$ cat config.mk
export PLATFORM = sky130hd
export DESIGN_NAME = ltl_report_collector
export DESIGN_NICKNAME = d
export VERILOG_FILES = /design/src/rtl/ltl_report_collector.sv
export SDC_FILE = /design/constraint.sdc
export NUM_CORES = 1
export LEC_CHECK = 0
export BUFFER_PORTS_ARGS = -buffer_cell sky130_fd_sc_hd__buf_2
export CORE_MARGIN = 3
export CORE_UTILIZATION = 50
export CTS_CLUSTER_DIAMETER = 50
export CTS_CLUSTER_SIZE = 14
export DETAILED_ROUTE_END_ITERATION = 16
export GPL_TIMING_DRIVEN = 0
export HOLD_SLACK_MARGIN = 0.03
export PLACE_DENSITY = 0.67
export SYNTH_ARGS = -nofsm -noshare
export SYNTH_HDL_FRONTEND = slang
export SYNTH_SLANG_ARGS = --single-unit
$ cat constraint.sdc
create_clock -name clk -period 9.5 [get_ports clk]
set_input_delay 0.95 -clock clk [delete_from_list [all_inputs] [get_ports clk]]
set_output_delay 0.95 -clock clk [all_outputs]
set_load 0.01 [all_outputs]
$ cat src/rtl/ltl_report_collector.sv
// rtl/ltl_report_collector.sv - tags LTL report rising edges and queues them for the monitor
module ltl_report_collector #(
  parameter int NUM_REPORTS = 4,
  parameter int TS_WIDTH    = 32,
  parameter int FIFO_DEPTH  = 8,
  parameter int ID_WIDTH    = 4,
  parameter int CLUSTER_ID  = 7,
  parameter int DROP_WIDTH  = 16
) (
  input  logic                          clk,
  input  logic                          reset,
  input  logic                          report_strobe,
  input  logic [NUM_REPORTS-1:0]        report_in,
  input  logic                          clear_sticky,
  output logic                          rec_valid,
  input  logic                          rec_ready,
  output logic [NUM_REPORTS-1:0]        rec_report,
  output logic [TS_WIDTH-1:0]           rec_timestamp,
  output logic [ID_WIDTH-1:0]           rec_cluster_id,
  output logic                          rec_overflow,
  output logic [NUM_REPORTS-1:0]        sticky_status,
  output logic [$clog2(FIFO_DEPTH):0]   fifo_count,
  output logic [DROP_WIDTH-1:0]         dropped_count
);

  localparam int PTR_W = $clog2(FIFO_DEPTH);
  localparam int CNT_W = PTR_W + 1;
  localparam int REC_W = 1 + ID_WIDTH + TS_WIDTH + NUM_REPORTS;
  localparam logic [ID_WIDTH-1:0] CID   = ID_WIDTH'(CLUSTER_ID);
  localparam logic [CNT_W-1:0]    FULLC = CNT_W'(FIFO_DEPTH);

  logic [REC_W-1:0]       mem [FIFO_DEPTH];
  logic [PTR_W-1:0]       wr_ptr;
  logic [PTR_W-1:0]       rd_ptr;
  logic [NUM_REPORTS-1:0] prev_report;
  logic [NUM_REPORTS-1:0] rise;
  logic [TS_WIDTH-1:0]    sym_cnt;
  logic                   pending_ovf;
  logic                   evt;
  logic                   full;
  logic                   push;
  logic                   pop;
  logic [REC_W-1:0]       head;

  // Push decision uses pre-pop occupancy, so a full FIFO drops even when popping.
  always_comb begin
    rise = report_in & ~prev_report;
    evt  = report_strobe && (rise != '0);
    full = (fifo_count == FULLC);
    push = evt && !full;
    pop  = rec_valid && rec_ready;
  end

  assign rec_valid = (fifo_count != '0);

  always_ff @(posedge clk) begin
    if (reset) begin
      prev_report   <= '0;
      sym_cnt       <= '0;
      pending_ovf   <= 1'b0;
      wr_ptr        <= '0;
      rd_ptr        <= '0;
      fifo_count    <= '0;
      sticky_status <= '0;
      dropped_count <= '0;
    end else begin
      if (report_strobe) begin
        prev_report <= report_in;
        sym_cnt     <= sym_cnt + TS_WIDTH'(1);
      end
      if (push) begin
        wr_ptr      <= wr_ptr + PTR_W'(1);
        pending_ovf <= 1'b0;
      end else if (evt) begin
        pending_ovf <= 1'b1;
      end
      if (pop) begin
        rd_ptr <= rd_ptr + PTR_W'(1);
      end
      fifo_count <= fifo_count + CNT_W'(push) - CNT_W'(pop);
      if (evt && full && (dropped_count != '1)) begin
        dropped_count <= dropped_count + DROP_WIDTH'(1);
      end
      // Dropped events still mark sticky bits; a set beats a same-cycle clear.
      sticky_status <= (clear_sticky ? '0 : sticky_status) | (evt ? rise : '0);
    end
  end

  always_ff @(posedge clk) begin
    if (!reset && push) begin
      mem[wr_ptr] <= {pending_ovf, CID, sym_cnt, rise};
    end
  end

  assign head = mem[rd_ptr];

  // Head fields are forced to zero when empty so outputs read 0 out of reset.
  assign rec_report     = rec_valid ? head[NUM_REPORTS-1:0] : '0;
  assign rec_timestamp  = rec_valid ? head[NUM_REPORTS +: TS_WIDTH] : '0;
  assign rec_cluster_id = rec_valid ? head[NUM_REPORTS+TS_WIDTH +: ID_WIDTH] : '0;
  assign rec_overflow   = rec_valid ? head[REC_W-1] : 1'b0;

endmodule

==> flow_metrics.tcl <==
set metrics [dict create \
    drv_cap 0 \
    drt_wl_total_um 29400 \
    yosysWarningCount 0 \
    cts_tree "built" \
    tightest_slew_ns 1.007 \
    io_buffers 72 \
    clk_latency_ns 0.51 \
    cp_max_fo 10 \
    first_global_vias 7708 \
    synth_edf_count 296 \
    final_cells 1368 \
    fmax_ghz 0.2457 \
    switching_share_pct 26.81 \
    r2r_cells 8 \
    hold_violations 0 \
    finalClockSkew_ns 0.02218 \
    row_count 61 \
    crit_path_cell_trace "inv_1 > ha_1 > nor3b_1 > clkbuf_1 > clkbuf_1 > inv_1 > buf_4 > buf_2" \
    nets 985 \
    track_usage_pct 19.36 \
    p_leak_uw 0.005648 \
    ys_seq_area_share_pct 70.95 \
    vias_per_cell 5.570 \
    die_area_um2 31090 \
    pin_count 75 \
    path_class "reg -> out" \
    initial_core_util_pct 51.49 \
    hp-class "reg -> reg" \
    grt_pass1_wl_um 45540 \
    slowest_delay_ns 0.60 \
    synth_mux_area_share_pct 14.63 \
    power_density_nw_per_um2 240.1 \
    rsz0062_at_grt "no" \
    path_depth 8 \
    cts_buffers 35 \
    ys_types 48 \
    end_kind "output port" \
    antenna_found_initial 0 \
    ys_top_cells_by_area "edfxtp_1 61%, mux4_2 11%, dfxtp_1 9.7%" \
    post_cts_buffers 0 \
    gp_congestion 0.7683 \
    status "completed" \
    setup_violations 0 \
    mappedNetlistArea_um2 14500 \
    synth.top_cell.area_share_pct 61.29 \
    critical-path-slowest-cell "clkbuf_1" \
    overflow 0 \
    yosys.area_share.simple_pct 7.877 \
    synth.avg_cell_area_um2 17.27 \
    seqCellArea_um2 10290 \
    synth_xor_area_share_pct 2.899 \
    yosysTopAreaCell "edfxtp_1" \
    num-fill-cells 2056 \
    final_area_um2 16770 \
    areaGrowthSynthToFinish_pct 15.66 \
    fin_tns_setup_ns 0 \
    wl_per_cell_um 21.49 \
    postPlaceCellArea_um2 15670 \
    period_needed_ns 4.070 \
    crit_arrival_ns 3.12 \
    cts_buffer_depth 3 \
    firstDrtPassIters 5 \
    dp_hpwl_um 18190 \
    synthAdderAreaFrac_pct 1.001 \
    p_comb_share_pct 22.2 \
    die_w_um 176.3 \
    finalCritPeriodShare_pct 42.84 \
    synth_top_family_by_area "multiplexers" \
    synthArstFlopShare_pct 0 \
    drive_gt1_share_pct 25.35 \
    path_clk_slew_ns 0.06 \
    drt_iter0_drc 734 \
    seqPwrFrac_pct 44.7 \
    synth-seq-cells 366 \
    crit_buf_inv 6 \
    synthCells 840 \
    ir_drop_uv 137.3 \
    postCtsResizedCells 0 \
    cts_root_buffer "clkbuf_16" \
    crit_required_ns 8.55 \
    htreeDepth 2 \
    fp.dieH_um 176.3 \
    synth_ff_type "edfxtp_1" \
    p_sw_uw 1080 \
    pwr-share-clk_pct 33.1 \
    whs_path_depth 2 \
    placed_cells 1306 \
    drc 0 \
    finalMaxSlewViolations 0 \
    syn_nets 860 \
    startpoint_type "flop" \
    synth_compound_area_share_pct 0.8369 \
    core_area_um2 28160 \
    antenna_cells 0 \
    grt_max_degree 26 \
    vias 7620 \
    holdWs_ns 0.4989 \
    cpLargestDelayFamily "buffers and inverters" \
    clock_sinks 366 \
    multi_input_area_um2 4010 \
    relSlewSlack_pct 32.73 \
    antenna_left 0 \
    internal_power_uw 2948 \
    cts_hold_buf 0 \
]
-- worst reg2reg max path: cells and delay by family (launching register included) --
family                 cells  cell delay, ns
buffers and inverters      3            0.64
flip-flops                 1            0.32
AO/OA/AOI/OAI              2            0.48
AND/OR/NAND/NOR            3            1.65
-- logic make-up after synthesis --
logic type / count (synthesis)
compound gates: 18
fa+ha+maj: 11
mux: 119
buf+inv: 56
other cells: 1
xor+xnor: 48
flops: 366
simple gates: 221
-- cell usage in the layout (no fill, tap or decap), types with 2 or more instances in the layout --
master | Yosys | routed
and4_1 | 4 | 4
buf_4 | 5 | 6
clkbuf_8 | 0 | 5
clkbuf_16 | 0 | 36
nand4_1 | 8 | 8
nor2_1 | 110 | 104
nor3_2 | 0 | 2
buf_12 | 0 | 2
and3_1 | 6 | 6
a21o_1 | 2 | 2
a21oi_1 | 10 | 10
nor2b_1 | 7 | 7
nand2b_1 | 2 | 2
buf_2 | 11 | 83
and2b_1 | 2 | 2
xnor2_1 | 37 | 37
nand2_1 | 21 | 21
nor2_4 | 0 | 6
ha_1 | 10 | 10
mux2i_1 | 44 | 44
clkinv_4 | 0 | 3
nor3b_1 | 2 | 2
o21ai_0 | 4 | 4
buf_1 | 8 | 8
or3_1 | 4 | 4
buf_16 | 0 | 5
nor3_1 | 13 | 11
xor2_1 | 11 | 11
inv_1 | 13 | 13
clkbuf_1 | 17 | 30
nor4_2 | 5 | 5
dfxtp_1 | 70 | 70
mux4_2 | 74 | 74
buf_6 | 2 | 9
nor4_1 | 11 | 11
edfxtp_1 | 296 | 296
nand3_1 | 13 | 13
-- layout make-up --
| cell class | count | share of cell area, % |
|---|---|---|
| buffer | 43 | 1.246 |
| clock buffer | 54 | 6.072 |
| clock inverter | 8 | 0.5072 |
| inverter | 13 | 0.2909 |
| multi-input combinational | 418 | 23.91 |
| sequential | 366 | 61.35 |
| tap | 378 | 2.820 |
| timing repair buffer | 88 | 3.812 |
-- synthesized netlist by cell type, types with 2 or more instances --
| cell | instances |
|---|---|
| a21o_1 | 2 |
| nor2b_1 | 7 |
| a21oi_1 | 10 |
| ha_1 | 10 |
| and3_1 | 6 |
| nand3_1 | 13 |
| nor3_1 | 13 |
| xor2_1 | 11 |
| mux2i_1 | 44 |
| buf_6 | 2 |
| nor3b_1 | 2 |
| and4_1 | 4 |
| o21ai_0 | 4 |
| edfxtp_1 | 296 |
| nand2b_1 | 2 |
| nand2_1 | 21 |
| mux4_2 | 74 |
| xnor2_1 | 37 |
| and2b_1 | 2 |
| clkbuf_1 | 17 |
| or3_1 | 4 |
| nor4_1 | 11 |
| nor2_1 | 110 |
| buf_1 | 8 |
| nor4_2 | 5 |
| nand4_1 | 8 |
| buf_2 | 11 |
| inv_1 | 13 |
| buf_4 | 5 |
| dfxtp_1 | 70 |
-- sequential cells by signal, summed over array words and instances, names as in the netlist, named ones only --
signal	count
dropped_count	16
wr_ptr	3
fifo_count	4
sticky_status	4
pending_ovf	1
sym_cnt	32
prev_report	4
mem	296
rd_ptr	3
-- layer usage --
metal	wire [um]	global-route usage (%)	vias up
met3	1137	2.581	49
met2	14280	31.26	182
met1	13460	28.36	3899
met5	0	0	-
met4	524	4.817	0
li1	-	-	3490
-- worst paths after layout --
path / end / slack [ns] / startpoint
min reg2reg: prev_report[2] / 0.50 / prev_report[2]
min: prev_report[2] / 0.50 / prev_report[2]
max: rec_cluster_id[1] / 5.43 / fifo_count[2]
max reg2reg: mem[1][21] / 6.11 / prev_report[0]
-- through the flow --
stage	total power [uW]	setup slack, ns	util [%]
after floorplan	2435	4.424	-
after global placement	2733	1.329	54.45
after detailed placement	2753	5.366	55.64
after CTS	4086	5.364	59.56
after global routing	4223	5.215	59.56
final	4028	5.430	59.56
-- power groups by stage --
stage / Clock (uW) / Combinational [uW] / Sequential (uW)
floorplan: 0 / 601 / 1830
global placement: 0 / 892 / 1840
detailed placement: 0 / 917 / 1840
CTS: 1360 / 922 / 1800
global route: 1430 / 988 / 1810
finish: 1330 / 894 / 1800
No activity file was read; power rests on OpenSTA's default activity.
